## config.mk

```make
export PLATFORM = sky130hd
export DESIGN_NAME = mem_stage
export DESIGN_NICKNAME = d
export VERILOG_FILES = /design/src/rtl/mips_pkg.sv /design/src/rtl/mem_wb_reg.sv /design/src/rtl/mem_stage.sv
export SDC_FILE = /design/constraint.sdc
export NUM_CORES = 1
export LEC_CHECK = 0
export CAP_MARGIN = 20
export CORE_ASPECT_RATIO = 1.1
export CORE_MARGIN = 2
export CORE_UTILIZATION = 44
export CTS_BUF_LIST = sky130_fd_sc_hd__clkbuf_16
export DETAILED_ROUTE_END_ITERATION = 10
export PLACE_DENSITY = 0.85
export SETUP_SLACK_MARGIN = 0.1
export SYNTH_ARGS = -nofsm -noshare
export SYNTH_HDL_FRONTEND = slang
export SYNTH_SLANG_ARGS = --single-unit
export TNS_END_PERCENT = 100
```

## constraint.sdc

```tcl
create_clock -name clock -period 12.92 [get_ports clock]
set_input_delay 2.584 -clock clock [delete_from_list [all_inputs] [get_ports clock]]
set_output_delay 2.584 -clock clock [all_outputs]
set_load 0.01 [all_outputs]
```

## src/rtl/mips_pkg.sv

```systemverilog
// Types and constants shared by the MIPS pipeline stages.
package mips_pkg;

    localparam int XLEN   = 32;
    localparam int REG_AW = 5;

    typedef enum logic {
        IDLE   = 1'b0,
        ACCESS = 1'b1
    } mem_state_t;

endpackage

```

## src/rtl/mem_wb_reg.sv

```systemverilog
// MEM/WB pipeline register. A bubble clears the valid and write-enable bits
// and keeps the data fields, so a stall does not retire anything twice.
import mips_pkg::*;

module mem_wb_reg (
    input  logic              clock,
    input  logic              reset,
    input  logic              load,
    input  logic              bubble,
    input  logic              valid_next,
    input  logic              reg_write_next,
    input  logic              mem_to_reg_next,
    input  logic [REG_AW-1:0] rd_next,
    input  logic [XLEN-1:0]   alu_result_next,
    input  logic [XLEN-1:0]   read_data_next,
    output logic              wb_valid,
    output logic              wb_reg_write,
    output logic              wb_mem_to_reg,
    output logic [REG_AW-1:0] wb_rd,
    output logic [XLEN-1:0]   wb_alu_result,
    output logic [XLEN-1:0]   wb_read_data
);

    // Bubble takes priority over load.
    always_ff @(posedge clock or posedge reset) begin
        if (reset) begin
            wb_valid      <= 1'b0;
            wb_reg_write  <= 1'b0;
            wb_mem_to_reg <= 1'b0;
            wb_rd         <= '0;
            wb_alu_result <= '0;
            wb_read_data  <= '0;
        end else if (bubble) begin
            wb_valid      <= 1'b0;
            wb_reg_write  <= 1'b0;
        end else if (load) begin
            wb_valid      <= valid_next;
            wb_reg_write  <= reg_write_next;
            wb_mem_to_reg <= mem_to_reg_next;
            wb_rd         <= rd_next;
            wb_alu_result <= alu_result_next;
            wb_read_data  <= read_data_next;
        end
    end

endmodule

```

## src/rtl/mem_stage.sv

```systemverilog
// MEM pipeline stage: data-memory req/ack handshake, upstream stall,
// access timeout and the MEM/WB register.
// Optional build macro MEM_MISALIGN_CHECK_EN: memops with a non-word-aligned
// address are rejected with a bus error instead of being issued.
//
//   state  | meaning
//   -------+---------------------------------------------------------
//   IDLE   | no access outstanding; non-memops flow straight through
//   ACCESS | dmem_req held, waiting for dmem_ack or timeout
import mips_pkg::*;

module mem_stage #(
    parameter int TIMEOUT_CYCLES = 16
) (
    input  logic              clock,
    input  logic              reset,
    input  logic              MEM_Valid,
    input  logic [XLEN-1:0]   MEM_ALUResult,
    input  logic [XLEN-1:0]   MEM_D2,
    input  logic [REG_AW-1:0] MEM_RD,
    input  logic              MEM_RegWrite,
    input  logic              MEM_MemToReg,
    input  logic              MEM_MEM_WEN,
    input  logic              MEM_MEM_REN,
    output logic              dmem_req,
    output logic              dmem_we,
    output logic [XLEN-1:0]   dmem_addr,
    output logic [XLEN-1:0]   dmem_wdata,
    input  logic              dmem_ack,
    input  logic [XLEN-1:0]   dmem_rdata,
    output logic              mem_stall,
    output logic              mem_bus_err,
    output logic              WB_Valid,
    output logic              WB_RegWrite,
    output logic              WB_MemToReg,
    output logic [REG_AW-1:0] WB_RD,
    output logic [XLEN-1:0]   WB_ALUResult,
    output logic [XLEN-1:0]   WB_ReadData
);

    localparam int CNT_W = (TIMEOUT_CYCLES > 2) ? $clog2(TIMEOUT_CYCLES) : 1;
    localparam logic [CNT_W-1:0] CNT_LAST = CNT_W'(TIMEOUT_CYCLES - 1);

    mem_state_t       state;
    logic [CNT_W-1:0] count;

    logic memop;
    logic misaligned;
    logic issue;
    logic done;
    logic timeout_hit;
    logic wb_valid_next;
    logic wb_reg_write_next;
    logic [XLEN-1:0] wb_read_data_next;

    assign memop = MEM_Valid & (MEM_MEM_REN | MEM_MEM_WEN);

`ifdef MEM_MISALIGN_CHECK_EN
    assign misaligned = memop & (|MEM_ALUResult[1:0]);
`else
    assign misaligned = 1'b0;
`endif

    assign issue       = (state == IDLE) & memop & ~misaligned;
    assign done        = (state == ACCESS) & dmem_ack;
    assign timeout_hit = (state == ACCESS) & ~dmem_ack & (count == CNT_LAST);

    // Reset gating keeps the stall low while reset is held, even with a memop waiting.
    assign mem_stall = ~reset & (issue | ((state == ACCESS) & ~dmem_ack & ~timeout_hit));

    // Anything that completes in ACCESS (ack or timeout), or a rejected misaligned op, retires as valid.
    assign wb_valid_next     = ((state == IDLE) & ~misaligned) ? MEM_Valid : 1'b1;
    assign wb_reg_write_next = MEM_Valid & MEM_RegWrite & ~MEM_MEM_WEN & ~timeout_hit & ~misaligned;
    assign wb_read_data_next = (done & ~MEM_MEM_WEN) ? dmem_rdata : '0;

    // Access FSM, timeout counter and registered dmem_* interface.
    always_ff @(posedge clock or posedge reset) begin
        if (reset) begin
            state       <= IDLE;
            count       <= '0;
            dmem_req    <= 1'b0;
            dmem_we     <= 1'b0;
            dmem_addr   <= '0;
            dmem_wdata  <= '0;
            mem_bus_err <= 1'b0;
        end else begin
            mem_bus_err <= 1'b0;
            case (state)
                IDLE: begin
                    count <= '0;
                    if (issue) begin
                        dmem_req   <= 1'b1;
                        dmem_we    <= MEM_MEM_WEN;
                        dmem_addr  <= MEM_ALUResult;
                        dmem_wdata <= MEM_D2;
                        state      <= ACCESS;
                    end else if (misaligned) begin
                        mem_bus_err <= 1'b1;
                    end
                end
                ACCESS: begin
                    if (done) begin
                        dmem_req <= 1'b0;
                        count    <= '0;
                        state    <= IDLE;
                    end else if (timeout_hit) begin
                        dmem_req    <= 1'b0;
                        mem_bus_err <= 1'b1;
                        count       <= '0;
                        state       <= IDLE;
                    end else begin
                        count <= count + CNT_W'(1);
                    end
                end
                default: state <= IDLE;
            endcase
        end
    end

    mem_wb_reg u_mem_wb_reg (
        .clock           (clock),
        .reset           (reset),
        .load            (~mem_stall),
        .bubble          (mem_stall),
        .valid_next      (wb_valid_next),
        .reg_write_next  (wb_reg_write_next),
        .mem_to_reg_next (MEM_MemToReg),
        .rd_next         (MEM_RD),
        .alu_result_next (MEM_ALUResult),
        .read_data_next  (wb_read_data_next),
        .wb_valid        (WB_Valid),
        .wb_reg_write    (WB_RegWrite),
        .wb_mem_to_reg   (WB_MemToReg),
        .wb_rd           (WB_RD),
        .wb_alu_result   (WB_ALUResult),
        .wb_read_data    (WB_ReadData)
    );

endmodule

```

# [Word level (Yosys, flattened, before mapping)]
# Index checks and enable logic that the tools add are counted.
# W data, S select, Z words.
[totals] ff_bits=144 inputBits=109
[classes] n_addsub=1 eq_ne=3 mux=18 bitwise_logic=18 reduce_logical=2
[op_table] operator="$mux W32" n=1
[op_table] operator="$and A1 B1 Y1" n=11
[op_table] operator="$mux W1" n=11
[op_table] operator="$mux W4" n=2
[op_table] operator="$pmux W4 S2" n=1
[op_table] operator="$pmux W1 S2" n=3
[op_table] operator="$not A1 Y1" n=5
[op_table] operator="$add A4 B1 Y4 const B" n=1
[op_table] operator="$eq A4 B4 Y1 const B" n=1
[op_table] operator="$reduce_and A2 Y1" n=2
[op_table] operator="$ne A3 B1 Y1 const B" n=1
[op_table] operator="$ne A2 B2 Y1 const B" n=1
[op_table] operator="$or A1 B1 Y1" n=2

# [Logic depth before layout (Yosys ltp)]
[depth] depth_word=8 mapped_depth=6 depth_no_buf=4

# [Cells and area by module]
# A second synthesis with hierarchy kept.
[unflattened] cells_unflattened=362 area_unflattened_um2=6045.8
[modules_own_cells] mod="mem_wb_reg" n_inst=1 cells_per_inst=156 area_each_um2=3057.9 seq_area_each_um2=1801.7
[modules_own_cells] mod="mem_stage" n_inst=1 cells_per_inst=206 area_each_um2=2987.9 seq_area_each_um2=1801.7

# [Worst setup path after synthesis]
# Ideal clock, no wire load.
[synth_path] kind="input to output" from="in dmem_ack" to="out mem_stall" arrival_time_ps=3524 t_required_ps=10336 setup_slack_ps=6812 cell_stages=3 n_path_buf=1 path_cell_list="or3b_1 o32ai_4 buf_2"
[synth_via] elab_chain_cells=7
[synth_rtl] element="start: declaration" line_no="mem_stage.sv:29" rtl="input logic dmem_ack,"
[synth_rtl] element="$not A1 Y1 *" line_no="mem_stage.sv:66, mem_stage.sv:69"
[synth_rtl] element="$and A1 B1 Y1 *" line_no="mem_stage.sv:66, mem_stage.sv:69"
[synth_rtl] element="$and A1 B1 Y1" line_no="mem_stage.sv:66" rtl="assign timeout_hit = (state == ACCESS) & ~dmem_ack & (count == CNT_LAST);"
[synth_rtl] element="$not A1 Y1" line_no="mem_stage.sv:69" rtl="assign mem_stall = ~reset & (issue | ((state == ACCESS) & ~dmem_ack & ~timeout_hit));"
[synth_rtl] element="$and A1 B1 Y1 *" line_no="mem_stage.sv:69"
[synth_rtl] element="$or A1 B1 Y1 *" line_no="mem_stage.sv:69"
[synth_rtl] element="$and A1 B1 Y1 *" line_no="mem_stage.sv:69"
[synth_rtl] element="end: declaration" line_no="mem_stage.sv:31" rtl="output logic mem_stall,"
# Mark *: on every way between the ends. The rest lies on a longest branch, timed or not.

# [Final worst setup path]
[layout_path] from="in reset" to="out mem_stall"
[layout_via] elab_chain_cells=2
[layout_rtl] element="start: declaration" line_no="mem_stage.sv:16" rtl="input logic reset,"
[layout_rtl] element="$not A1 Y1" line_no="mem_stage.sv:69"
[layout_rtl] element="$and A1 B1 Y1" line_no="mem_stage.sv:69"
# Every way passes these cells.

==> summary.txt <==
GRT
  – Initial antenna violation count: 0
  – Vias in the first global route: 3939
  – First-pass GRT wire length: 20900 microns
  – Grt total ovfl: 0
  – Largest net degree at the start of global routing: 75
  – All-Layer GR Usage: 21.0%

Outcome
  – Outcome: complete, no violations

STA
  – Worst Clk Skew: between 0.009 and 0.01 ns
  – Final TNS setup: 0 ns
  – Worst Max-Slew Pin Slew: approximately 0.9 ns
  – Max Freq: 0.131 GHz
  – Fin crit period: roughly 7.6 ns
  – Slew headroom: 39.5%
  – Period utilisation layout: 59.2%
  – Fin. max-slew vios: 0
  – Hold Vio Cnt, Final: 0
  – Final setup fails: 0
  – RSZ-0062 raised after global routing: no

Clocking
  – CTS max path bufs: 2
  – CTS root buf: clkbuf_16
  – CTS sink cnt: 144
  – Postcts setup bufs: 0
  – Quantity of gates resized following cts: 0
  – Clock transition at path regs: ~0.050 ns
  – CTS tree: built
  – H-tree depth: 4
  – Cts hold-fix bufs: 0
  – Clock Latency Late Sink: around 0.40 ns
  – CTS buffer count: 17

Worst setup path
  – Buffers & Inverters on Critical Path: 3
  – Arrival time at the worst endpoint: 5.07 ns
  – Worst path cell trace: clkdlybuf4s50_1 -> or3b_1 -> o32ai_4 -> buf_4 -> clkdlybuf4s50_1
  – Crit end category: output pin
  – CP Class: in -> out
  – Crit start category: input pin
  – Cell family with most CP delay: buffers and inverters
  – CP required: a little over 10 ns
  – Max FO, Critical Path: 73
  – Most used cell, CP: clkdlybuf4s50_1
  – CP max-delay cell: buf_4
  – Crit-path max cell delay: 0.69 ns

Detailed routing
  – Drt pass-1 iters: 4
  – DRC: 0
  – Vias: roughly 3.7k
  – Wirelength per Cell: 17.9 microns
  – Vias per inst: 4.90
  – Drt initial violations: 86
  – Routed Antenna Nets: 0
  – Post-Route WL: 13400 microns

Synth
  – Syn nets: 436
  – Synth Area per Inst: 16.5 sq um
  – Area of the mapped netlist: 0.00536 sq mm
  – Synth Area in Simple Gates: 2.15%
  – Synth Area in Adders: 0.233%
  – Seq/Total Area, Yosys: 67.2%
  – Seq cells post-synth: 144
  – Yosys warns: 0
  – Cells after Synth: 326
  – Post-Synth XOR/XNOR Area: 0.327%
  – Mux cell area share after synthesis: between 20 and 25%
  – Main combinational cell family by area after synthesis: multiplexers
  – Synth Area in Compound Gates: under 10%
  – Synth cell types: 25

Power and ir drop
  – Final Power: roughly 0.0014 W
  – Leakage: 3.65 nW
  – Worst vdd ir: 80.7 uV
  – Pwr Density: 164 mW/mm^2

Layout
  – Area growth syn-to-layout: 60.2%
  – Footprint of the multi-input gates: 0.00162 sq mm
  – Register area: 0.00360 sq mm
  – Ant diodes: 0
  – Share of cells above drive strength 1: 23.5%
  – Fillers: 824
  – Fin area: 0.00859 sq mm
  – Layout Nets: roughly 690

Floorplanning
  – Die width: about 110 microns
  – Num rows: 42
  – Number of I/O pins: 249
  – Initial Utilization: between 40 and 50%
  – DIE AREA: about 0.013 sq mm
  – Die height: 120 microns
  – CORE AREA: 0.0120 sq mm

Place
  – HPWL Detailed: 9510 microns
  – Post-placement cell area: 0.00795 sq mm
  – PortBufs: about 250
  – GP Congestion: 0.726

Job
  – Max cap viols: 0

Hold path
  – Hold Path Class: reg -> reg
worst reg2reg max path, delay by kind of cell (launching register included):
kind          cells  cell delay [ns]
flops             1             0.46
buf+inv           1             0.58
simple gates      2             0.77
mux               1             0.43
placed cells by master, fill, tap and decap left out, drive strengths merged, types with 2 or more instances in the layout:
cell           count
nand2b             2
nand2              4
clkinvlp           2
nand3              2
clkbuf            17
bufinv             5
buf                4
mux2             103
nor2               8
clkinv             3
a22o              32
clkdlybuf4s50    248
dfrtp            144
inv                7
final timing paths:
kind / startpoint / to / slack, ns / cells after the start
max: reset / mem_stall / 5.27 / 5
min: count[0] / count[0] / 0.47 / 1
max reg2reg: state / dmem_wdata[31] / 10.55 / 4
min reg2reg: count[0] / count[0] / 0.47 / 1
max in group asynchronous: reset / u_mem_wb_reg.wb_read_data[15] / 8.81 / 3
min in group asynchronous: reset / dmem_req / 2.76 / 2
kinds of logic after synthesis:
family	after synthesis
AND/OR/NAND/NOR	22
multiplexers	103
adder cells (fa/ha/maj)	1
XOR/XNOR	2
AO/OA/AOI/OAI	34
flip-flops	144
buffers and inverters	20
per-layer routing:
layer  vias up  share of wire [%]  global-route usage [%]
met5         -                  0                       0
met4         0                2.1                    8.86
met3        23                7.3                    5.70
met2       156                 52                    35.3
met1      1794                 39                    25.3
li1       1680                  -                       -
synth_stat cells (all sizes together):
library cell | n | area (sq um)
a221oi | 1 | 8.76
a22o | 32 | 280
and2 | 1 | 6.26
and3 | 1 | 6.26
buf | 14 | 116
clkbuf | 4 | 15.0
dfrtp | 144 | 3600
ha | 1 | 12.5
inv | 2 | 7.51
mux2 | 103 | 1160
nand2 | 4 | 15.0
nand2b | 2 | 20.0
nand3 | 2 | 10.0
nor2 | 8 | 30.0
nor2b | 1 | 6.26
nor4 | 1 | 6.26
o32ai | 1 | 27.5
or2 | 1 | 6.26
or3b | 1 | 8.76
xnor2 | 1 | 8.76
xor2 | 1 | 8.76
area by class of cell:
| cell class | instances | area share, % |
|---|---|---|
| Sequential cell | 144 | 41.9 |
| Clock inverter | 15 | 2.49 |
| Inverter | 2 | 0.146 |
| Tap cell | 154 | 2.24 |
| Clock buffer | 17 | 4.95 |
| Timing Repair Buffer | 252 | 29.3 |
| Multi-Input combinational cell | 162 | 18.9 |
report_power, final:
part | internal [W] | switching, W | leakage (nW) | total [W]
registers | 0.000521 | 0.0000375 | 1.76 | 0.000559
clock network | 0.000342 | 0.000183 | 0.316 | 0.000525
logic | 0.000205 | 0.000120 | 1.58 | 0.000325
stage by stage:
| stage | util, % | cells | hold WS [ns] | worst slack [ns] |
|---|---|---|---|---|
| 2_1_floorplan | - | 326 | 0.431 | 6.47 |
| 3_3_place_gp | 66.2 | 713 | 0.443 | 5.27 |
| 3_5_place_dp | 66.4 | 714 | 0.452 | 5.23 |
| 4_1_cts | 71.7 | 746 | 0.466 | 5.22 |
| 5_1_grt | 71.7 | 746 | 0.500 | 5.12 |
| 6_report | 71.7 | 746 | 0.466 | 5.27 |
No activity file was read; power rests on OpenSTA's default activity.
